===== src/rtl/shift_right_seq.sv =====
// shift_right_seq: multi-cycle right shifter for SRL/SRA/SRLI/SRAI.
// It uses a start/busy/done handshake and shifts one bit per cycle.
// When the macro SHIFT_RIGHT_NIBBLE_EN is defined, it shifts 4 bits per cycle
// while at least 4 bits of shift remain.
//
// Parameters
//   n      operand / result width (n >= 2; n >= 4 when SHIFT_RIGHT_NIBBLE_EN)
//   sw     shift-amount width, clog2(n)
//
// Ports
//   clk    rising-edge clock
//   rst    synchronous active-high reset
//   start  request, accepted in IDLE or in the DONE cycle
//   a      operand, captured on accept
//   shamt  shift amount, captured on accept
//   arith  1 = sign fill, 0 = zero fill
//   busy   high from the accept edge until done rises
//   done   one-cycle result-valid pulse
//   y      result register; partial values are visible while busy
module shift_right_seq #(
    parameter int unsigned n  = 32,
    parameter int unsigned sw = 5
) (
    input  logic          clk,
    input  logic          rst,
    input  logic          start,
    input  logic [n-1:0]  a,
    input  logic [sw-1:0] shamt,
    input  logic          arith,
    output logic          busy,
    output logic          done,
    output logic [n-1:0]  y
);

    typedef enum logic [1:0] {
        IDLE  = 2'd0,
        SHIFT = 2'd1,
        DONE  = 2'd2
    } state_t;

    state_t        state;
    state_t        state_nxt;
    logic [sw-1:0] cnt;
    logic          fill;

    logic          accept;
    logic          shift_en;
    logic          nib;
    logic [sw-1:0] step;
    logic          last_step;
    logic [n-1:0]  y_shifted;

    // State register
    always_ff @(posedge clk) begin
        if (rst) begin
            state <= IDLE;
        end else begin
            state <= state_nxt;
        end
    end

    // Next-state logic
    always_comb begin
        state_nxt = state;
        case (state)
            IDLE:    if (accept) state_nxt = SHIFT;
            SHIFT:   if (last_step) state_nxt = DONE;
            DONE:    state_nxt = accept ? SHIFT : IDLE;
            default: state_nxt = IDLE;
        endcase
    end

    // Control decode: accept, step size, and whether this is the final step
    always_comb begin
        accept    = 1'b0;
        shift_en  = 1'b0;
        nib       = 1'b0;
        step      = sw'(1);
        last_step = 1'b0;
        if (state == IDLE || state == DONE) begin
            accept = start;
        end
        if (state == SHIFT) begin
            shift_en = (cnt != '0);
`ifdef SHIFT_RIGHT_NIBBLE_EN
            if (cnt >= sw'(4)) begin
                nib  = 1'b1;
                step = sw'(4);
            end
`endif
            // Zero remaining shift also finishes here, leaving y untouched
            last_step = (cnt <= step);
        end
    end

    // Single-step or nibble-step shift, with the frozen fill bit
    always_comb begin
        y_shifted = {fill, y[n-1:1]};
`ifdef SHIFT_RIGHT_NIBBLE_EN
        if (nib) begin
            y_shifted = {{4{fill}}, y[n-1:4]};
        end
`else
        if (nib) begin
            y_shifted = y;
        end
`endif
    end

    // Datapath and registered handshake outputs
    always_ff @(posedge clk) begin
        if (rst) begin
            y    <= '0;
            cnt  <= '0;
            fill <= 1'b0;
            busy <= 1'b0;
            done <= 1'b0;
        end else begin
            busy <= (state_nxt == SHIFT);
            done <= (state_nxt == DONE);
            if (accept) begin
                y    <= a;
                cnt  <= shamt;
                fill <= arith & a[n-1];
            end else if (shift_en) begin
                y   <= y_shifted;
                cnt <= cnt - step;
            end
        end
    end

endmodule


===== config.mk =====
export PLATFORM = sky130hd
export DESIGN_NAME = shift_right_seq
export DESIGN_NICKNAME = d
export VERILOG_FILES = /design/src/rtl/shift_right_seq.sv
export SDC_FILE = /design/constraint.sdc
export NUM_CORES = 1
export LEC_CHECK = 0
export ABC_AREA = 1
export BUFFER_PORTS_ARGS = -buffer_cell sky130_fd_sc_hd__buf_2
export CORE_ASPECT_RATIO = 0.75
export CORE_UTILIZATION = 56
export CTS_BUF_LIST = sky130_fd_sc_hd__clkbuf_4
export CTS_CLUSTER_DIAMETER = 30
export DETAILED_ROUTE_END_ITERATION = 8
export HOLD_SLACK_MARGIN = 0.05
export PLACE_DENSITY = 0.86
export SLEW_MARGIN = 15
export SYNTH_ARGS = -nofsm -noshare
export SYNTH_HDL_FRONTEND = slang
export SYNTH_SLANG_ARGS = --single-unit

===== constraint.sdc =====
create_clock -name clk -period 4.47 [get_ports clk]
set_clock_uncertainty 0.15 [all_clocks]
set_input_delay 0.2235 -clock clk [delete_from_list [all_inputs] [get_ports clk]]
set_output_delay 0.2235 -clock clk [all_outputs]
set_load 0.005 [all_outputs]

==> impl_metrics.json, run 1 <==
{
  "wl_met1_microns": 2365,
  "r2r_start": "cnt[0]",
  "drive_above_1_share_pct": 28.13,
  "hp-start": "a[4]",
  "area_delta_synth_final_pct": 19.44,
  "worst_setup_path_start_kind": "register",
  "ys_seq_area_share_pct": 39.00,
  "final_area_sq_um": 2575,
  "rr_worst_depth": 9,
  "crit_top_cell": "nand2_2",
  "grt_max_degree": 49,
  "io_buffers": 74,
  "die_w_microns": 73.65,
  "regToRegSetupSlack_ns": 1.80,
  "finalPower_mw": 0.8568,
  "worstHoldEndpoint": "y[4]",
  "final_core_util_pct": 70.33,
  "place_congestion": 0.8268,
  "syn_avg_cell_area_sq_um": 6.613,
  "die_h_microns": 55.74,
  "synth_fp_nets": 370,
  "path_class": "register to register",
  "cts_setup_buffers": 0,
  "ys_types": 20,
  "numCtsBuffers": 5,
  "cts_hold_buf": 5,
  "ys_warn_count": 0,
  "ant_nets": 0,
  "outcome": "completed",
  "worst_pin_slew_ns": 0.7837,
  "ios": 75,
  "max_freq_ghz": 0.3746,
  "antennaDiodeCount": 0,
  "grtUsageTotal_pct": 25.46,
  "grt_pass1_vias": 1936,
  "holdCritPathClass": "input pin to register",
  "worstPathCellList": "inv_1, ha_1, inv_1, nor2_1, nand2_2, nand2_2, nand2_2, o21ai_0, nor2_1",
  "fin_setup_tns_ns": 0,
  "path_clk_slew_ns": 0.11,
  "drtPass1Iterations": 4,
  "cap_violations": 0,
  "period_minus_slack_ns": 2.669,
  "clk_path_buf_depth": 2,
  "dieArea_sq_um": 4105,
  "nFillCells": 320,
  "netlist_instances": 326,
  "wl_per_cell_microns": 11.21,
  "highest_layer": "met4",
  "hold_path_depth": 5,
  "path_max_fanout": 38,
  "dpl-instance-area_sq_um": 2472,
  "core_sq_um": 3661,
  "critPathCaptureType": "register",
  "ys_ff_latch": 42,
  "grt_pass1_wl_microns": 8169,
  "setup_violations": 0,
  "slowest_delay_ns": 0.64,
  "cts_resized": 0,
  "grt_setup_unrepaired": "false",
  "leakage_nw": 1.287,
  "period_share_pct": 59.72,
  "rows": 19,
  "start_util_pct": 58.89,
  "antenna_found_initial": 0,
  "clock_latency_ns": 0.34,
  "wl_met2_microns": 2195,
  "drc": 0,
  "drv_slew": 0,
  "post-dp-hpwl_microns": 3193,
  "fin_nets": 435,
  "relSlewSlack_pct": 47.57,
  "drt-total-wl_microns": 4966,
  "arrival_ns": 2.76,
  "via_per_inst": 5.063,
  "drt_iter0_markers": 120,
  "synth_area_sq_um": 2156,
  "worstPathRequired_ns": 4.56,
  "grt_remaining_overflow": 0,
  "clockRootBuffer": "clkbuf_4",
  "crit_path_top_delay_cell": "nand2_2",
  "cts_tree": "built",
  "finalHoldViolations": 0,
  "reg2reg_to": "cnt[2]",
  "ctsHtreeMaxLevel": 2,
  "vias": 2243,
  "dr_wl_met3_microns": 294,
  "clock-sinks": 42,
  "power_per_cell_area_nw_per_um2": 332.8,
  "peakVddDrop_uv": 224.2
}
flip-flops by register name, indices dropped and copies added, names as in the netlist:
register,flops
y,32
cnt,5
state,2
busy,1
done,1
fill,1
kinds of logic (layout without fill, tap and decap cells):
| kind of cell | after synthesis | count (layout) | synth area share, % |
|---|---|---|---|
| DFF | 42 | 42 | 39.00 |
| AOI/OAI and AO/OA | 45 | 45 | 12.30 |
| adders and majority gates | 3 | 3 | 1.741 |
| and+or+nand+nor | 200 | 200 | 38.65 |
| buffers and inverters | 36 | 101 | 8.299 |
routing by layer:
layer | global-route usage, % | vias up
met5 | 0 | -
met4 | 11.26 | 0
met2 | 41.68 | 89
met3 | 4.891 | 11
met1 | 32.30 | 986
li1 | - | 1157
synth_stat cells, drive strengths merged:
cell / number / area (sq um)
clkbuf: 3 / 11.26
a21oi: 34 / 207.7
inv: 14 / 52.55
nor2: 24 / 95.09
o21ai: 10 / 50.04
dfxtp: 42 / 840.8
nand2: 142 / 568.0
ha: 3 / 37.54
o211ai: 1 / 7.510
nand3: 33 / 165.2
buf: 19 / 115.1
nor3: 1 / 5.000
critical path, delay by kind of cell (launching register included):
family | cells | cell delay (ns)
AOI/OAI and AO/OA | 1 | 0.39
adders and majority gates | 1 | 0.15
buffers and inverters | 2 | 0.14
DFF | 1 | 0.38
and+or+nand+nor | 5 | 1.35
power by group:
group	leakage (nW)	internal [mW]	switching, mW
Combinational	0.911	0.0903	0.152
Sequential	0.344	0.408	0.0257
Clock	0.0322	0.0716	0.110
Total	1.29	0.570	0.287
layout make-up:
| type | count | area [sq um] | share of cell area (%) |
|---|---|---|---|
| inverter | 14 | 52.55 | 2.041 |
| tap | 52 | 65.06 | 2.527 |
| multi-input combinational | 248 | 1136 | 44.12 |
| clock buffer | 7 | 52.55 | 2.041 |
| timing repair buffer | 80 | 427.9 | 16.62 |
| sequential | 42 | 840.8 | 32.65 |
worst max path at each step:
stage / cells past startpoint / endpoint / startpoint / slack [ns]
6_report: 9 / cnt[2] / cnt[0] / 1.80
3_3_place_gp: 9 / y[31] / cnt[0] / 1.97
5_1_grt: 9 / cnt[2] / cnt[0] / 1.59
4_1_cts: 9 / y[31] / cnt[0] / 1.82
2_1_floorplan: 11 / cnt[0] / cnt[0] / 2.93
3_5_place_dp: 9 / cnt[2] / cnt[0] / 1.85
through the flow:
stage,instances,hold slack (ns),setup WS (ns)
after floorplan,326,0.2344,2.931
after global placement,431,0.3103,1.972
after detailed placement,431,0.3168,1.850
after CTS,443,0.05040,1.817
after global routing,443,0.06124,1.593
final,443,0.06736,1.801
cells in the final DEF, fill, tap and decap left out:
cell type,synthesis,final
a21oi_1,24,24
a21oi_2,10,10
buf_2,14,74
buf_4,0,1
clkbuf_4,0,7
dfxtp_1,42,42
dlygate4sd3_1,0,5
ha_1,3,3
inv_1,12,12
inv_2,2,2
nand2_1,128,128
nand2_2,14,14
nand3_1,33,33
nor2_1,22,22
nor2_2,2,2
nor3_1,1,1
o211ai_1,1,1
o21ai_0,9,9
o21ai_1,1,1
Note: power is estimated with default switching activity, not from simulation.
==> run 2: changes to the inputs <==
- ABC_AREA: 1 -> 0
- CORE_UTILIZATION: 56 -> 45
- PLACE_DENSITY: 0.86 -> 0.75
- clock period: 4.47 -> 2.4 ns (I/O delays scaled with it)
==> impl_metrics.json, run 2 <==
{
  "clk_path_buf_depth": 2,
  "rows": 20,
  "drc": 0,
  "synth_fp_nets": 284,
  "netlist.area_leader.share_pct": 42.78,
  "worst_pin_slew_ns": 0.6764,
  "drt-total-wl_microns": 5725,
  "synth-edff-count": 0,
  "wl_per_cell_microns": 14.46,
  "regMostFlops": "y",
  "synth_area_sq_um": 1966,
  "relSlewSlack_pct": 54.90,
  "regArea_sq_um": 840.8,
  "ctsHtreeMaxLevel": 2,
  "grt_setup_unrepaired": "false",
  "grt_pass1_vias": 1894,
  "grt_pass1_wl_microns": 9080,
  "dieArea_sq_um": 4639,
  "nFillCells": 351,
  "place_congestion": 0.8306,
  "die_w_microns": 78.32,
  "clock_latency_ns": 0.36,
  "grt_remaining_overflow": 0,
  "final_area_sq_um": 2806,
  "antenna_found_initial": 0,
  "hold_path_depth": 2,
  "start_util_pct": 47.61,
  "period_minus_slack_ns": 2.221,
  "outcome": "completed",
  "r2r_start": "cnt[0]",
  "die_h_microns": 59.24,
  "mostFrequentLayoutCells": "buf_2, nor2_1, dfxtp_1",
  "area_delta_synth_final_pct": 42.78,
  "wl_met2_microns": 2566,
  "ios": 75,
  "synthFlopType": "dfxtp_1",
  "p_clk_share_pct": 25.5,
  "power_per_cell_area_nw_per_um2": 659.6,
  "wl_met1_microns": 2778,
  "dpl-instance-area_sq_um": 2342,
  "yosysTopAreaCell": "dfxtp_1",
  "drv_slew": 0,
  "grtUsageTotal_pct": 25.40,
  "largest_reg_flops": 32,
  "synth_area_leaders": "dfxtp_1, nor2_1, a2111oi_0",
  "worst_setup_path_start_kind": "register",
  "hp-start": "rst",
  "yosysMostFrequentCell": "nor2_1",
  "ys_seq_area_share_pct": 42.78,
  "fin_setup_tns_ns": 0,
  "ys_ff_latch": 42,
  "ant_nets": 0,
  "core_sq_um": 4129,
  "combPwrFrac_pct": 27.7,
  "leakage_nw": 1.218,
  "highest_layer": "met4",
  "drtPass1Iterations": 4,
  "path_clk_slew_ns": 0.12,
  "switchingPower_mw": 0.5752,
  "internal_power_mw": 1.276,
  "power_frac_seq_pct": 46.8,
  "holdCritPathClass": "input pin to register",
  "grt_max_degree": 42,
  "arrival_ns": 2.30,
  "swShare_pct": 31.08,
  "period_share_pct": 92.53,
  "clockRootBuffer": "clkbuf_4",
  "cap_violations": 0,
  "antennaDiodeCount": 0,
  "syn_avg_cell_area_sq_um": 8.190,
  "worstHoldEndpoint": "fill",
  "synthArstFlopShare_pct": 0,
  "post-dp-hpwl_microns": 3390,
  "worstPathRequired_ns": 2.48,
  "dr_wl_met3_microns": 329,
  "regToRegSetupSlack_ns": 0.18,
  "drive_above_1_share_pct": 26.69,
  "io_buffers": 74,
  "vias": 2102,
  "reg.largest.list": "y: 32 flops, cnt: 5 flops, state: 2 flops",
  "peakVddDrop_uv": 442.5,
  "critPathCaptureType": "register",
  "cts_tree": "built",
  "finalHoldViolations": 0,
  "max_freq_ghz": 0.4503,
  "netlist_instances": 240,
  "drt_iter0_markers": 185,
  "reg2reg_to": "y[18]",
  "fin_nets": 384,
  "via_per_inst": 5.308,
  "final_common_cell": "buf_2",
  "multi_input_area_sq_um": 982.2,
  "ys_warn_count": 0,
  "rr_worst_depth": 6,
  "ys_types": 36,
  "clock-sinks": 42,
  "setup_violations": 0,
  "path_class": "register to register",
  "path_max_fanout": 23,
  "numCtsBuffers": 5,
  "synth_commonest_cells": "nor2_1, dfxtp_1, nor3_1"
}
[run 2: repair_timing]
action | in CTS | in global routing
resized for setup | 0 | 1
setup buffers | 0 | 0
setup endpoints to repair | 0 | 1
hold endpoints to repair | 38 | 0
hold buffers | 38 | 0
[run 2: worst max-delay path: stages, from the launching register on]
cell	delay [ns]
dfxtp_1	0.44
inv_1	0.09
ha_1	0.23
nor4b_4	0.14
or2_1	0.41
buf_12	0.24
a2111oi_0	0.40
[run 2: area by class of cell]
class | count | share of cell area [%]
sequential | 42 | 29.96
inverter | 3 | 0.4012
clock inverter | 1 | 1.070
multi-input combinational | 170 | 35.00
clock buffer | 7 | 1.872
timing repair buffer | 118 | 29.25
tap | 55 | 2.452
[run 2: through the flow]
| stage | setup WS [ns] | utilization [%] | power [mW] | instances | hold WS (ns) |
|---|---|---|---|---|---|
| final | 0.1794 | 67.97 | 1.851 | 396 | 0.1654 |
| after global placement | 0.3804 | 56.73 | 1.330 | 350 | 0.2354 |
| after CTS | 0.2048 | 67.94 | 1.845 | 396 | 0.1529 |
| after detailed placement | 0.2056 | 56.73 | 1.337 | 350 | 0.2428 |
| after floorplan | 0.5469 | - | 1.164 | 240 | 0.1219 |
| after global routing | 0.03025 | 67.97 | 1.958 | 396 | 0.1937 |
[run 2: worst max-delay path by stage]
stage                       from     end  slack (ns)  cells after the start
after floorplan           cnt[0]  cnt[3]        0.55                      6
after global placement    cnt[0]  cnt[3]        0.38                      6
after detailed placement  cnt[0]   y[11]        0.21                      6
after CTS                 cnt[0]   y[18]        0.20                      6
after global routing      cnt[0]   y[17]        0.03                      6
final                     cnt[0]   y[18]        0.18                      6
[run 2: cells by family after synthesis]
kind of cell | count (synthesis) | share of synthesized area [%]
simple gates | 118 | 27.37
compound gates | 49 | 20.05
flops | 42 | 42.78
fa+ha+maj | 3 | 1.910
buf+inv | 28 | 7.893
[run 2: power by group through the flow]
stage | sequential (mW) | clock [mW] | combinational (mW)
after floorplan | 0.873 | 0 | 0.291
after global placement | 0.879 | 0 | 0.451
after detailed placement | 0.881 | 0 | 0.456
after CTS | 0.865 | 0.474 | 0.506
after global routing | 0.881 | 0.507 | 0.570
final | 0.867 | 0.471 | 0.513
[run 2: routing by layer]
| layer | vias up | track usage [%] |
|---|---|---|
| met4 | 0 | 7.937 |
| met3 | 5 | 4.769 |
| met2 | 85 | 40.98 |
| met5 | - | 0 |
| li1 | 1079 | - |
| met1 | 933 | 34.79 |
